File: src/rtl/sum_diff_decoder_if.sv
// sum_diff_decoder_if: accumulated-sum input stream and decoded-sample output bundle.
interface sum_diff_decoder_if #(
    parameter int DATA_W = 8,
    parameter int SUM_W  = 16,
    parameter int CNT_W  = 16
);
    logic              i_valid;
    logic [SUM_W-1:0]  i_sum;
    logic              i_overflow_flag;
    logic              i_restart;
    logic              o_valid;
    logic [DATA_W-1:0] o_data;
    logic              o_range_err;
    logic              o_sync_err;
    logic              o_drop;
    logic [CNT_W-1:0]  o_count;

    modport master (
        output i_valid, i_sum, i_overflow_flag, i_restart,
        input  o_valid, o_data, o_range_err, o_sync_err, o_drop, o_count
    );

    modport slave (
        input  i_valid, i_sum, i_overflow_flag, i_restart,
        output o_valid, o_data, o_range_err, o_sync_err, o_drop, o_count
    );
endinterface

File: src/rtl/sum_diff_decoder.sv
// sum_diff_decoder: recovers accumulator input samples by first-differencing the running sum,
// tracking the accumulator's post-overflow self-clear and flagging stream inconsistencies.
module sum_diff_decoder #(
    parameter int DATA_W = 8,
    parameter int SUM_W  = 16,
    parameter int CNT_W  = 16
) (
    input logic               CLK,
    input logic               RST_n,
    sum_diff_decoder_if.slave bus
);
    typedef enum logic {RUN, CLEAR} state_t;

    state_t            state_q, state_d;
    logic [SUM_W-1:0]  prev_q, prev_d;
    logic [SUM_W-1:0]  diff;
    logic              valid_q, valid_d;
    logic [DATA_W-1:0] data_q, data_d;
    logic              range_q, range_d;
    logic              sync_q, sync_d;
    logic              drop_q, drop_d;
    logic [CNT_W-1:0]  cnt_q, cnt_d;

    always_ff @(posedge CLK or negedge RST_n) begin
        if (!RST_n) begin
            state_q <= RUN;
            prev_q  <= '0;
            valid_q <= 1'b0;
            data_q  <= '0;
            range_q <= 1'b0;
            sync_q  <= 1'b0;
            drop_q  <= 1'b0;
            cnt_q   <= '0;
        end else begin
            state_q <= state_d;
            prev_q  <= prev_d;
            valid_q <= valid_d;
            data_q  <= data_d;
            range_q <= range_d;
            sync_q  <= sync_d;
            drop_q  <= drop_d;
            cnt_q   <= cnt_d;
        end
    end

    always_comb begin
        state_d = state_q;
        prev_d  = prev_q;
        valid_d = 1'b0;
        data_d  = data_q;
        range_d = 1'b0;
        sync_d  = 1'b0;
        drop_d  = 1'b0;
        cnt_d   = cnt_q;
        // Modular subtraction at SUM_W width absorbs the accumulator's carry wrap.
        diff    = bus.i_sum - prev_q;
        if (bus.i_restart) begin
            prev_d  = '0;
            cnt_d   = '0;
            state_d = RUN;
        end else if (bus.i_valid) begin
            if (state_q == RUN) begin
                valid_d = 1'b1;
                data_d  = diff[DATA_W-1:0];
                range_d = |diff[SUM_W-1:DATA_W];
                cnt_d   = cnt_q + CNT_W'(1);
                prev_d  = bus.i_sum;
                state_d = bus.i_overflow_flag ? CLEAR : RUN;
            end else if (bus.i_sum == '0 && !bus.i_overflow_flag) begin
                drop_d  = 1'b1;
                prev_d  = '0;
                state_d = RUN;
            end else begin
                sync_d  = 1'b1;
                prev_d  = bus.i_sum;
                state_d = bus.i_overflow_flag ? CLEAR : RUN;
            end
        end
    end

    assign bus.o_valid     = valid_q;
    assign bus.o_data      = data_q;
    assign bus.o_range_err = range_q;
    assign bus.o_sync_err  = sync_q;
    assign bus.o_drop      = drop_q;
    assign bus.o_count     = cnt_q;
endmodule

File: src/flat_wrapper.sv
// flat-port wrapper written by rule: the top's interface ports become plain ports
module sum_diff_decoder_flat 
#(
    parameter int DATA_W = 8,
    parameter int SUM_W  = 16,
    parameter int CNT_W  = 16
)
  (CLK, RST_n, bus_i_valid, bus_i_sum, bus_i_overflow_flag, bus_i_restart, bus_o_valid, bus_o_data, bus_o_range_err, bus_o_sync_err, bus_o_drop, bus_o_count);
  sum_diff_decoder_if #(.DATA_W(DATA_W), .SUM_W(SUM_W), .CNT_W(CNT_W)) bus_i ();
  input logic CLK;
  input logic RST_n;
  input wire logic [$bits(bus_i.i_valid)-1:0] bus_i_valid;
  input wire logic [$bits(bus_i.i_sum)-1:0] bus_i_sum;
  input wire logic [$bits(bus_i.i_overflow_flag)-1:0] bus_i_overflow_flag;
  input wire logic [$bits(bus_i.i_restart)-1:0] bus_i_restart;
  output wire logic [$bits(bus_i.o_valid)-1:0] bus_o_valid;
  output wire logic [$bits(bus_i.o_data)-1:0] bus_o_data;
  output wire logic [$bits(bus_i.o_range_err)-1:0] bus_o_range_err;
  output wire logic [$bits(bus_i.o_sync_err)-1:0] bus_o_sync_err;
  output wire logic [$bits(bus_i.o_drop)-1:0] bus_o_drop;
  output wire logic [$bits(bus_i.o_count)-1:0] bus_o_count;
  assign bus_i.i_valid = bus_i_valid;
  assign bus_i.i_sum = bus_i_sum;
  assign bus_i.i_overflow_flag = bus_i_overflow_flag;
  assign bus_i.i_restart = bus_i_restart;
  assign bus_o_valid = bus_i.o_valid;
  assign bus_o_data = bus_i.o_data;
  assign bus_o_range_err = bus_i.o_range_err;
  assign bus_o_sync_err = bus_i.o_sync_err;
  assign bus_o_drop = bus_i.o_drop;
  assign bus_o_count = bus_i.o_count;
  sum_diff_decoder #(.DATA_W(DATA_W), .SUM_W(SUM_W), .CNT_W(CNT_W)) u_core (.CLK(CLK), .RST_n(RST_n), .bus(bus_i));
endmodule
File: config.mk
export PLATFORM = sky130hd
export DESIGN_NAME = sum_diff_decoder_flat
export DESIGN_NICKNAME = d
export VERILOG_FILES = /design/src/rtl/sum_diff_decoder_if.sv /design/src/rtl/sum_diff_decoder.sv /design/src/flat_wrapper.sv
export SDC_FILE = /design/constraint.sdc
export NUM_CORES = 1
export LEC_CHECK = 0
export ABC_AREA = 1
export BUFFER_PORTS_ARGS = -buffer_cell sky130_fd_sc_hd__buf_2
export CAP_MARGIN = 40
export CORE_MARGIN = 2
export CORE_UTILIZATION = 60
export DETAILED_ROUTE_END_ITERATION = 16
export PLACE_DENSITY = 0.84
export SKIP_CTS_REPAIR_TIMING = 1
export SYNTH_ARGS = -nofsm -noshare
export SYNTH_HDL_FRONTEND = slang
export SYNTH_SLANG_ARGS = --single-unit
File: constraint.sdc
create_clock -name CLK -period 4 [get_ports CLK]
set_clock_uncertainty 0.15 [all_clocks]
set_input_delay 0.8 -clock CLK [delete_from_list [all_inputs] [get_ports CLK]]
set_output_delay 0.8 -clock CLK [all_outputs]
set_load 0.05 [all_outputs]
# Word level (Yosys, flattened, before mapping)

Cells that the tools add are included.

Register bits after elaboration: 45
Bits in latches: 0
Memory bits (writable): 0
ROM bits: 0
Output and inout port bits: 28
Word-level logic and storage cells: 46
Memories: 0

Add/sub/neg operators: 2
Multiply operators: 0
Div/mod/pow operators: 0
$lt $le $gt $ge: 0
Equal/unequal tests: 1
Shift operators: 0
Muxes and demuxes: 26
Bitwise logic cells: 2
Reductions and logical operators: 7

Operators by type and width:

| kind                                                             | count |
|---|---|
| 16-bit two-way mux                                               | 7 |
| 1-bit two-way mux                                                | 19 |
| 16-bit by 1-bit adder with 16-bit output (second input constant) | 1 |
| 16-bit logical NOT                                               | 1 |
| 16-bit subtractor                                                | 1 |
| 8-bit OR reduction                                               | 1 |
| 3-bit AND reduction                                              | 1 |
| 2-bit != test (second input constant)                            | 1 |
| 1-bit NOT                                                        | 2 |
| 2-bit AND reduction                                              | 1 |
| 2-bit nonzero test                                               | 1 |
| 1-bit logical AND                                                | 1 |
| 1-bit logical NOT                                                | 1 |

# Logic depth before layout (Yosys ltp)

Depth in word-level cells: 6
Depth in mapped cells: 15

# Worst setup path before layout

OpenSTA, ideal clock, no wires.

Path type: in2reg
From: in bus_i_sum[0]
To: reg u_core.range_q, in the netlist u_core.bus.o_range_err
Setup time: 0.120 ns
Data arrival time: 2.196 ns
Required time: 3.730 ns
Path slack: 1.534 ns
Stages: 15
Buffers on the path: 0
Cell sequence: inv_1 ha_1 fa_1 inv_1 nand3_1 nand3_1 nand2_1 nand2_1 nand2_1 nand2_1 nand2_1 nor2_1 nand2_1 nor2_1 nor2_1

Longest elaborated chain between the ends: 5

Ends and longest elaborated chain:

| element                  | RTL line               | RTL |
|---|---|---|
| start: declaration       | flat_wrapper.sv:13     | `input wire logic [$bits(bus_i.i_sum)-1:0] bus_i_sum;` |
| 16-bit subtractor        | sum_diff_decoder.sv:56 | `diff = bus.i_sum - prev_q;` |
| 8-bit OR reduction       | sum_diff_decoder.sv:65 | `range_d = \|diff[SUM_W-1:DATA_W];` |
| 1-bit two-way mux        | sum_diff_decoder.sv:62 | `if (state_q == RUN) begin` |
| 1-bit two-way mux        | sum_diff_decoder.sv:61 | `end else if (bus.i_valid) begin` |
| 1-bit two-way mux        | sum_diff_decoder.sv:57 | `if (bus.i_restart) begin` |
| named net u_core.range_d | sum_diff_decoder.sv:19 | `logic range_q, range_d;` |
| end signal: assignment   | sum_diff_decoder.sv:39 | `range_q <= range_d;` |
| end: declaration         | sum_diff_decoder.sv:19 |  |

The timed path passes the listed nets, and every way through them passes these cells.
A chain may end at the register's enable or synchronous reset.

# Worst setup path in the final report

Same ends and word-level chain as after synthesis.

==> results.json <==
{
  "status": "complete, no violations",
  "synthXorXnorAreaFrac_pct": 2.338,
  "rsz0062_at_grt": "false",
  "start_util_pct": 63.03,
  "cts_root_buf": "clkbuf_8",
  "fin_crit_sh_pct": 60.52,
  "p_leak_nw": 1.889,
  "crit_path_end_kind": "flip-flop",
  "grt_antenna_before_repair": 0,
  "grt_pass1_vias": 2579,
  "yosys.cell_types.count": 36,
  "die_area_sq_um": 5576,
  "antennaDiodeCount": 0,
  "wl_met1_um": 3101,
  "crit_chain": "buf_2 -> inv_1 -> ha_1 -> fa_1 -> inv_1 -> nand3_1 -> nand3_1 -> nand2_1 -> nand2_1 -> nand2_1 -> nand2_1 -> nand2_1 -> nor2_1 -> nand2_1 -> nor2_1 -> nor2_1",
  "yosysTopAreaCellShare_pct": 37.58,
  "cap_viol_max_count": 0,
  "start_kind": "input pin",
  "synth_area_sq_um": 2997,
  "firstDrtPassIters": 4,
  "clock_latency_ps": 300,
  "postSynthCellCount": 422,
  "core_sq_um": 4755,
  "ant_nets": 0,
  "crit_path_max_incr_delay_ps": 400,
  "required_ps": 4040,
  "synth-seq-cells": 45,
  "hp-class": "input pin to async pin",
  "worst-r2r-cell-count": 14,
  "regToRegSetupSlack_ps": 1820,
  "dr_wl_met3_um": 280,
  "clock-sinks": 45,
  "synth.largest_area_cell": "dfrtp_1",
  "tns_ps": 0,
  "gp_congestion": 0.9164,
  "slew_viol_final": 0,
  "ir_worst_vdd_v": 0.0002555,
  "vias": 2822,
  "cts_buffers": 5,
  "io_buffers": 48,
  "synthMuxAreaShare_pct": 0,
  "design_power_total_mw": 1.192,
  "critical_path_class": "input pin to flip-flop",
  "cp.arrival_ps": 2460,
  "tritoncts": "built",
  "worst_slew_pin_slew_ps": 613.9,
  "cp_slowest_cell": "fa_1",
  "area_growth_pct": 13.78,
  "final-setup-viol-count": 0,
  "crit_path_frequent_cell": "nand2_1",
  "routed.top_layer": "met4",
  "ys_seq_area_share_pct": 37.58,
  "reg2reg_to": "u_core.bus.o_range_err",
  "yosysWarnings": 0,
  "power_density_nw_per_um2": 349.6,
  "synth_area_leaders": "dfrtp_1, nand2_1, inv_1",
  "synth_top_family_by_area": "simple AND/OR/NAND/NOR gates",
  "layout-drive-gt1-share_pct": 15.07,
  "finalHoldViolations": 0,
  "die_width_um": 74.67,
  "wl_um": 6913,
  "viasPerCell": 5.245,
  "synth-compound-area-share_pct": 10.27,
  "synthAdderAreaFrac_pct": 7.349,
  "final_nets": 509,
  "die_h_um": 74.67,
  "startpoint": "bus_i_sum[0]",
  "slew_headroom_pct": 59.03,
  "grt_max_degree": 28,
  "clkTransAtPathRegs_ps": 80,
  "min_period_ps": 2421,
  "cts.path.max_buffers": 2,
  "syn-num-nets": 460,
  "hpwl_um": 5466,
  "h-tree-depth": 2,
  "first_iter_violations": 121,
  "drc_errors": 0,
  "fmax_ghz": 0.4131,
  "ioPinCount": 49,
  "crit_fanout": 3,
  "synth-simple-area-share_pct": 31.65,
  "gr-usage-all-layers_pct": 27.02,
  "grt_pass1_wl_um": 11340,
  "wl_met2_um": 3403,
  "num_rows": 25,
  "hold_slack_ps": 271.9,
  "drt-wirelength-per-cell_um": 12.85,
  "grt.overflow.total": 0,
  "r2r_start": "u_core.prev_q[0]",
  "avgSynthCellArea_sq_um": 7.101
}
==> sequential cells by signal (all words and copies together), names as in the netlist <==
register and flops:
u_core.prev_q 16, u_core.bus.o_drop 1, u_core.state_q 1, u_core.bus.o_valid 1, u_core.bus.o_data 8, u_core.bus.o_count 16
u_core.bus.o_sync_err 1, u_core.bus.o_range_err 1
==> through the flow <==
| stage | instance area, sq um | setup WS, ps | std cells | util (%) |
|---|---|---|---|---|
| floorplan | 2997 | 1534 | 422 | - |
| global placement | 3286 | 1327 | 530 | 69.11 |
| detailed placement | 3306 | 1276 | 531 | 69.53 |
| CTS | 3410 | 1583 | 538 | 71.71 |
| global route | 3410 | 1363 | 538 | 71.71 |
| finish | 3410 | 1579 | 538 | 71.71 |
==> Yosys cell counts (all sizes together) <==
library cell,count
nand2,119
inv,77
dfrtp,45
nand3,38
o21ai,34
nor2,31
ha,16
a21oi,13
nand4,8
nor3,5
nor4,5
xnor2,5
clkbuf,4
and2,3
buf,3
o211ai,3
xor2,3
or2,2
a22o,1
a31o,1
a32o,1
fa,1
nand3b,1
o22ai,1
o31ai,1
o32ai,1
==> worst max path at each step <==
stage,endpoint,slack [ps],cells after the start
CTS,u_core.bus.o_range_err,1580,16
detailed placement,u_core.bus.o_range_err,1280,16
finish,u_core.bus.o_range_err,1580,16
global placement,u_core.bus.o_range_err,1330,16
floorplan,u_core.bus.o_range_err,1530,15
global route,u_core.bus.o_range_err,1360,16
==> cell type report <==
cell class                      instances  area, sq um
Inverter                               77        289.0
Fill cell                             404         1345
Sequential cell                        45         1126
Timing Repair Buffer                   49        260.3
Clock buffer                            5        68.82
Tap cell                               67        83.83
Multi-Input combinational cell        293         1546
Clock inverter                          2        35.03
==> critical path, delay by kind of cell <==
kind	cells	cell delay, ps
simple gates	11	770
fa+ha+maj	2	620
buf+inv	3	250
==> routing by layer <==
| layer | global-route usage (%) | up-vias |
|---|---|---|
| met5 | 0 | - |
| met3 | 4.418 | 10 |
| met1 | 34.39 | 1304 |
| met2 | 46.41 | 66 |
| li1 | - | 1442 |
| met4 | 10.12 | 0 |
==> placed cells by master, fill, tap and decap left out, drive strengths merged, types with 3 or more instances in the layout <==
master,instances
inv,77
nand3,38
nor4,5
nor2,31
nor3,5
ha,16
buf,49
and2,3
o211ai,3
o21ai,34
clkbuf,5
nand4,8
nand2,119
dfrtp,45
xor2,3
a21oi,13
xnor2,5
==> where the power goes <==
| part | internal (mW) | switching, mW | total (mW) |
|---|---|---|---|
| clock network | 0.182 | 0.153 | 0.335 |
| registers | 0.486 | 0.0158 | 0.502 |
| logic | 0.104 | 0.251 | 0.355 |
| total | 0.772 | 0.420 | 1.19 |
==> cells by family (layout without fill, tap and decap cells) <==
logic type               count (synthesis)  after routing
AND/OR/NAND/NOR                        212            212
buffers and inverters                   84            133
AO/OA/AOI/OAI                           56             56
flip-flops                              45             45
adder cells (fa/ha/maj)                 17             17
XOR/XNOR                                 8              8
(Power assumes the default switching activity.)
